### src/rtl/sd_sector_arbiter.sv
// Shares the user_io SD sector interface between two clients, one 512-byte sector per grant.
// The SPI-domain ack and byte strobes are synchronized into clk; reads stream out, writes fetch on demand.
module sd_sector_arbiter #(
  parameter bit          SDHC    = 1'b1,
  parameter logic [23:0] TIMEOUT = 24'd8000000
) (
  input  logic        clk,
  input  logic        reset,
  input  logic [1:0]  cl_rd,
  input  logic [1:0]  cl_wr,
  input  logic [31:0] cl_lba0,
  input  logic [31:0] cl_lba1,
  input  logic [7:0]  cl_din0,
  input  logic [7:0]  cl_din1,
  output logic [1:0]  cl_grant,
  output logic [1:0]  cl_done,
  output logic        cl_err,
  output logic [7:0]  cl_dout,
  output logic [1:0]  cl_dout_valid,
  output logic [1:0]  cl_din_req,
  output logic [8:0]  cl_byte_idx,
  output logic [31:0] sd_lba,
  output logic        sd_rd,
  output logic        sd_wr,
  output logic        sd_conf,
  output logic        sd_sdhc,
  input  logic        sd_ack,
  input  logic [7:0]  sd_dout,
  input  logic        sd_dout_strobe,
  output logic [7:0]  sd_din,
  input  logic        sd_din_strobe,
  output logic [2:0]  dbg_state
);

  // Handshake: a client holds cl_rd/cl_wr as a level until its cl_done pulse; data moves as
  // single-cycle pulses (cl_dout_valid, cl_din_req) with no back-pressure, and the client must
  // present cl_din for cl_byte_idx on the cycle cl_din_req is high.
  typedef enum logic [2:0] {
    S_IDLE  = 3'd0,
    S_REQ   = 3'd1,
    S_XFER  = 3'd2,
    S_DRAIN = 3'd3,
    S_DONE  = 3'd4
  } state_t;

  state_t      state, state_nxt;
  logic [1:0]  ack_sr;
  logic [2:0]  dstb_sr, istb_sr;
  logic        ack_s, dstb_e, istb_e;
  logic [9:0]  cnt;
  logic [23:0] timer;
  logic        dir, rr_last, fetch_pend;
  logic        pend0, pend1, start, sel, sel_wr, timed_out, cnt_full;
  logic [7:0]  din_g;

  assign sd_conf   = 1'b0;
  assign sd_sdhc   = SDHC;
  assign dbg_state = state;

  always_ff @(posedge clk) begin
    if (reset) begin
      ack_sr  <= '0;
      dstb_sr <= '0;
      istb_sr <= '0;
    end else begin
      ack_sr  <= {ack_sr[0], sd_ack};
      dstb_sr <= {dstb_sr[1:0], sd_dout_strobe};
      istb_sr <= {istb_sr[1:0], sd_din_strobe};
    end
  end

  assign ack_s  = ack_sr[1];
  assign dstb_e = dstb_sr[1] & ~dstb_sr[2];
  assign istb_e = istb_sr[1] & ~istb_sr[2];

  assign pend0     = cl_rd[0] | cl_wr[0];
  assign pend1     = cl_rd[1] | cl_wr[1];
  assign start     = pend0 | pend1;
  assign timed_out = (TIMEOUT != 24'd0) && (timer == TIMEOUT);
  assign cnt_full  = (cnt == 10'd512);
  assign din_g     = cl_grant[1] ? cl_din1 : cl_din0;

  always_comb begin
    sel    = 1'b0;
    sel_wr = 1'b0;
    if (pend0 && pend1) sel = ~rr_last;
    else                sel = pend1;
    // A client asserting both read and write is served as a read.
    if (sel) sel_wr = cl_wr[1] & ~cl_rd[1];
    else     sel_wr = cl_wr[0] & ~cl_rd[0];
  end

  always_ff @(posedge clk) begin
    if (reset) state <= S_IDLE;
    else       state <= state_nxt;
  end

  always_comb begin
    state_nxt = state;
    case (state)
      S_IDLE:  if (start) state_nxt = S_REQ;
      S_REQ: begin
        if (ack_s)          state_nxt = S_XFER;
        else if (timed_out) state_nxt = S_DONE;
      end
      S_XFER: begin
        if (cnt_full)    state_nxt = S_DRAIN;
        else if (!ack_s) state_nxt = S_DONE;
      end
      S_DRAIN: if (!ack_s) state_nxt = S_DONE;
      S_DONE:  state_nxt = S_IDLE;
      default: state_nxt = S_IDLE;
    endcase
  end

  always_ff @(posedge clk) begin
    if (reset) begin
      cl_grant      <= '0;
      cl_done       <= '0;
      cl_err        <= 1'b0;
      cl_dout       <= '0;
      cl_dout_valid <= '0;
      cl_din_req    <= '0;
      cl_byte_idx   <= '0;
      sd_lba        <= '0;
      sd_rd         <= 1'b0;
      sd_wr         <= 1'b0;
      sd_din        <= '0;
      cnt           <= '0;
      timer         <= '0;
      dir           <= 1'b0;
      rr_last       <= 1'b1;
      fetch_pend    <= 1'b0;
    end else begin
      cl_done       <= '0;
      cl_dout_valid <= '0;
      cl_din_req    <= '0;
      case (state)
        S_IDLE: begin
          cl_err <= 1'b0;
          if (start) begin
            sd_lba     <= sel ? cl_lba1 : cl_lba0;
            cl_grant   <= sel ? 2'b10 : 2'b01;
            dir        <= sel_wr;
            sd_rd      <= ~sel_wr;
            sd_wr      <= sel_wr;
            cnt        <= '0;
            timer      <= '0;
            fetch_pend <= 1'b0;
          end
        end
        S_REQ: begin
          timer <= timer + 24'd1;
          if (ack_s) begin
            sd_rd <= 1'b0;
            sd_wr <= 1'b0;
          end else if (timed_out) begin
            sd_rd  <= 1'b0;
            sd_wr  <= 1'b0;
            cl_err <= 1'b1;
          end
        end
        S_XFER: begin
          if (!dir) begin
            if (dstb_e && !cnt_full) begin
              cl_dout       <= sd_dout;
              cl_dout_valid <= cl_grant;
              cl_byte_idx   <= cnt[8:0];
              cnt           <= cnt + 10'd1;
            end
          end else if (fetch_pend) begin
            // The client answered cl_din_req during the previous cycle.
            sd_din     <= din_g;
            cnt        <= cnt + 10'd1;
            fetch_pend <= 1'b0;
          end else if (istb_e && !cnt_full) begin
            cl_din_req  <= cl_grant;
            cl_byte_idx <= cnt[8:0];
            fetch_pend  <= 1'b1;
          end
        end
        S_DONE: begin
          cl_done  <= cl_grant;
          cl_grant <= '0;
          rr_last  <= cl_grant[1];
        end
        default: ;
      endcase
    end
  end

endmodule

### config.mk
export PLATFORM = sky130hd
export DESIGN_NAME = sd_sector_arbiter
export DESIGN_NICKNAME = d
export VERILOG_FILES = /design/src/rtl/sd_sector_arbiter.sv
export SDC_FILE = /design/constraint.sdc
export NUM_CORES = 1
export LEC_CHECK = 0
export CORE_ASPECT_RATIO = 1.25
export CORE_MARGIN = 10
export CORE_UTILIZATION = 45
export CTS_CLUSTER_SIZE = 24
export DETAILED_ROUTE_END_ITERATION = 16
export GPL_TIMING_DRIVEN = 0
export PLACE_DENSITY = 0.74
export SLEW_MARGIN = 25
export SYNTH_ARGS = -nofsm -noshare
export SYNTH_HDL_FRONTEND = slang
export SYNTH_SLANG_ARGS = --single-unit
### constraint.sdc
create_clock -name clk -period 2.35 [get_ports clk]
set_clock_uncertainty 0.1 [all_clocks]
set_input_delay 0.235 -clock clk [delete_from_list [all_inputs] [get_ports clk]]
set_output_delay 0.235 -clock clk [all_outputs]
set_load 0.01 [all_outputs]
Word-level counts from Yosys, hierarchy flattened
Index checks and enable logic that the tools add are counted.

Flip-flop bits (word level): 116. Output and inout bits: 73. Word-level logic and storage cells: 116.

Add/subtract/negate cells: 2. Eq/ne operators: 15. Mux-type cells: 38. Bitwise logic cells: 18. Reduce and logical (&&, ||, !) cells: 23.

Operators with widths (number): 24-bit one-hot mux with 2 select lines (1); 10-bit two-way mux (4); 9-bit two-way mux (4); 32-bit two-way mux (1); 24-bit by 1-bit adder with 24-bit output, second input constant (1); 24-bit by 23-bit == test with 1-bit output, second input constant (1); 24-bit two-way mux (1); 10-bit one-hot mux with 2 select lines (1); 3-bit two-way mux (5); 3-bit AND reduction (5); 1-bit two-way mux (12); 3-bit one-hot mux with 4 select lines (1); 1-bit NOT (11); 10-bit by 1-bit adder with 10-bit output, second input constant (1); 10-bit == test, second input constant (1); 2-bit != test, second input constant (5); 3-bit != test, second input constant (3); 8-bit two-way mux (1); 1-bit one-hot mux with 2 select lines (4); 2-bit AND reduction (4); 4-bit AND reduction (2); 2-bit nonzero test (4); 3-bit by 2-bit == test with 1-bit output, second input constant (2); 5-bit OR reduction (1); other kinds (12) (20).

Longest topological paths before layout
Word-level depth: 7. Depth in mapped cells: 7.

Worst setup path after synthesis
No wires, ideal clock.

Path kind: reg2reg. From: register timer[0]. To: register timer[18]. Setup time: 70 ps. Data arrival time: 1660 ps. Setup slack: 519 ps. Stages on the path, launching flop included: 7. Buffers on the path: 1. Period minus slack after synthesis: 1831 ps. Cells stage by stage: dfxtp_1 ha_1 and3_1 buf_2 nand3_1 or4_1 a21oi_1.

Cells in the longest elaborated chain, start to end: 2.

RTL lines: start, declared (RTL line 51) `logic [23:0] timer;`; start signal, assigned (RTL line 153) `timer <= timer + 24'd1;`; 24-bit by 1-bit adder with 24-bit output (RTL line 153); 24-bit one-hot mux with 2 select lines (RTL line 138) `case (state)`.

Every way passes these cells. A chain may end at the register's enable or synchronous reset.

Worst setup path after layout
From: register cnt[0]. To: register cnt[1].

Cells in the longest elaborated chain, start to end: 5. Elaborated cells between the ends (all ways): 10. Those cells by class: add/sub: 1; eq/ne: 2; mux: 4; reduce/logical: 3.

RTL lines: start, declared (RTL line 50) `logic [9:0] cnt;`; start signal, assigned (RTL line 169) `cnt <= cnt + 10'd1;`; start signal, assigned (RTL line 174) `cnt <= cnt + 10'd1;`; branches (longest 5 deep; another with 10-bit by 1-bit adder with 10-bit output).

Several ways; the timed one is not identified. The select of a mux whose other input is x is not followed.

==> reports/qor.csv <==
stage,metric,value,unit
status,outcome,"finished, final reports clean",
synthesis,syn_avg_cell_area,8.94,sq um
global_routing,grt_pass1_wl,27800,um
placement,port-buffer-count,166,
drt,route.detailed.drc,0,
clock_tree,cts_root_buf,clkbuf_16,
power_and_ir_drop,power.leakage,2.90,nW
placement,placedCellCount,933,
sta,worstMarginPinSlew,864,ps
worst_setup_path,required,2540,ps
sta,report.final.hold_viol_count,0,
sta,maxSlewHeadroom,0.418,
worst_hold_path,min_path_type,primary input to register,
floorplan,io_pins,170,
drt,avgRoutedWirePerCell,18.2,um
finish,finalCoreUtilization,0.675,
finish,multi_input_area,2880,sq um
floorplan,die_h,143,um
worst_setup_path,start_kind,register,
synthesis,synth_fp_nets,707,
synthesis,yosys_warnings,0,
worst_setup_path,r2r_setup_slack,180,ps
finish,final_cells,964,
clock_tree,htreeDepth,4,
synthesis,synth_largest_area_cell,dfxtp_1,
power_and_ir_drop,vdd_ir_drop_max,0.401,mV
worst_setup_path,crit_fanout,6,
worst_setup_path,rr_endpoint,cnt[1],
sta,drv_slew,0,
sta,timing.hold.ws,258,ps
floorplan,die_x,118,um
placement,pre_cts_slack,-152,ps
clock_tree,cts_made_buffers,17,
worst_setup_path,critPathKind,register to register,
drt,dr.pass1.iters,5,
synthesis,syn_inst,606,
global_routing,grt_pass1_vias,5458,
floorplan,core.rowCount,44,
worst_setup_path,critical-path-max-stage-delay,380,ps
clock_tree,numClockSinks,116,
drt,drt_first_iter_violations,352,
worst_setup_path,endpoint,cnt[1],
global_routing,overflow,0,
clock_tree,insertion_delay,410,ps
synthesis,synth_top_area_share,0.429,
finish,layout.nets,892,
floorplan,core,11700,sq um
clock_tree,cts_tree,yes,
finish,drive_gt1_frac,0.0872,
finish,fillerInstances,979,
sta,setup_viol,0,
drt,postRouteAntennaNets,0,
synthesis,netlist_area,5420,sq um
synthesis,ys_top_cells_by_count,"dfxtp_1 (116), nor2_1 (71), mux2i_1 (52)",
sta,finalWorstSetupSlack,185,ps
global_routing,track_usage,0.201,
drt,via_per_inst,5.55,
worst_setup_path,critical_path_cell_count,6,
worst_setup_path,r2r-start,cnt[0],
finish,syn_to_final_growth,46.1,%
worst_setup_path,crit_chain,inv_1 -> ha_1 -> nand4bb_1 -> o31a_1 -> a21oi_1 -> mux2_1,
clock_tree,postCtsSetupBuffers,0,
finish,ff_latch_area,2320,sq um
power_and_ir_drop,p_per_area,837,nW/um^2
finish,antennaDiodeCount,0,
global_routing,grt_start_max_net_pins,17,
synthesis,ys.flop_type,dfxtp_1,
sta,clock.fmax,0.462,GHz
synthesis,synth_most_common_cell,dfxtp_1,
floorplan,initial_core_util,0.462,
placement,gp_congestion,0.839,
worst_setup_path,startpoint,cnt[0],
sta,rsz0062_at_grt,no,
clock_tree,path_clk_slew,50,ps
sta,min_period_over_period,0.921,
sta,fin_tns_setup,0,ps
worst_setup_path,cp_top_family,compound AO/OA/AOI/OAI gates,
clock_tree,cts_buffer_depth,2,
worst_setup_path,cp_num_buf_inv,1,
synthesis,yosysSeqAreaShare,0.429,
synthesis,synth_cell_types,65,
run,cap_violations,0,
global_routing,grt_antenna_before_repair,0,
worst_setup_path,arrival,2360,ps
worst_setup_path,end_kind,register,
drt,vias,5355,
clock_tree,ctsHoldBuffers,0,
placement,placed_area,7280,sq um
drt,finalWirelength,17600,um
synthesis,synth_edf_count,0,
power_and_ir_drop,finalPower,6.62,mW
worst_setup_path,crit_path_top_delay_cell,dfxtp_1,
worst_setup_path,worstRegToRegCells,6,
synthesis,ys_seq_elements,116,
synthesis,ys_top_cells_by_area,"dfxtp_1 (43%), mux2i_1 (9.6%), a211oi_1 (5.7%)",
placement,dpl.hpwl,13500,um
sta,period_needed,2170,ps
floorplan,die_area,16900,sq um
finish,fin_area,7910,sq um
worst_hold_path,min_path_cells,3,
synthesis,synth-async-reset-ratio,0,
## power by group
part | internal [mW] | leakage [nW] | switching (mW)
Sequential | 2.16 | 0.946 | 0.130
Clock | 1.83 | 0.311 | 0.877
Combinational | 0.766 | 1.64 | 0.860
## what timing repair did
item / CTS / global route
resized for setup: 0 / 1
endpoints found under the hold margin: 0 / 0
endpoints found under the setup margin: 0 / 6
## cells in the final DEF (no fill, tap or decap), types with 8 or more instances in the layout
cell | netlist | final
a211oi_1 | 41 | 41
a21oi_1 | 33 | 33
and3_1 | 9 | 9
buf_2 | 17 | 17
clkbuf_1 | 25 | 25
clkbuf_16 | 0 | 17
clkdlybuf4s50_1 | 0 | 166
dfxtp_1 | 116 | 116
inv_1 | 8 | 8
mux2i_1 | 52 | 52
nand2_1 | 29 | 29
nand2b_1 | 20 | 20
nand3_1 | 18 | 18
nand4_1 | 10 | 10
nor2_1 | 71 | 71
nor2b_1 | 10 | 10
nor3_1 | 10 | 9
o211ai_1 | 9 | 9
o21ai_0 | 8 | 8
o21ai_1 | 14 | 14
or3_1 | 10 | 10
## layer usage
metal	track usage	up-vias	share of wire
met1	0.203	2525	0.37
met2	0.361	212	0.51
met4	0.0782	0	0.026
li1	-	2585	-
met3	0.0852	33	0.088
met5	0	-	0
## sequential cells by signal, indices dropped and copies added, names as in the netlist, 3 cells and up
signal / count
sd_lba: 32
cl_dout: 8
cl_byte_idx: 9
timer: 24
sd_din: 8
istb_sr: 3
dbg_state: 3
cnt: 10
dstb_sr: 3
## logic make-up after synthesis
logic type | synth area share
buffers and inverters | 0.0413
DFF | 0.429
and+or+nand+nor | 0.230
other | 0.00139
muxes | 0.106
adders and majority gates | 0.00924
AOI/OAI and AO/OA | 0.183
## worst min path at each step
stage,endpoint,slack [ps],startpoint
detailed placement,ack_sr[1],330,ack_sr[0]
finish,cl_byte_idx[0],260,reset
global route,istb_sr[0],290,sd_din_strobe
floorplan,ack_sr[0],260,sd_ack
CTS,cl_byte_idx[0],260,reset
global placement,ack_sr[1],320,ack_sr[0]
## area by class of cell
cell class              count  area share
multi-input cells         438       0.363
flip-flops and latches    116       0.293
repair buffers            166       0.210
clock buffers              23      0.0642
well taps                 161      0.0255
plain buffers              44      0.0245
clock inverters             8      0.0153
inverters                   8     0.00379
## worst register-to-register path: stages, from the launching register on
cell and delay [ps]:
dfxtp_1 380, inv_1 90, ha_1 190, nand4bb_1 220, o31a_1 370, a21oi_1 350, mux2_1 360
(Power assumes the default switching activity.)
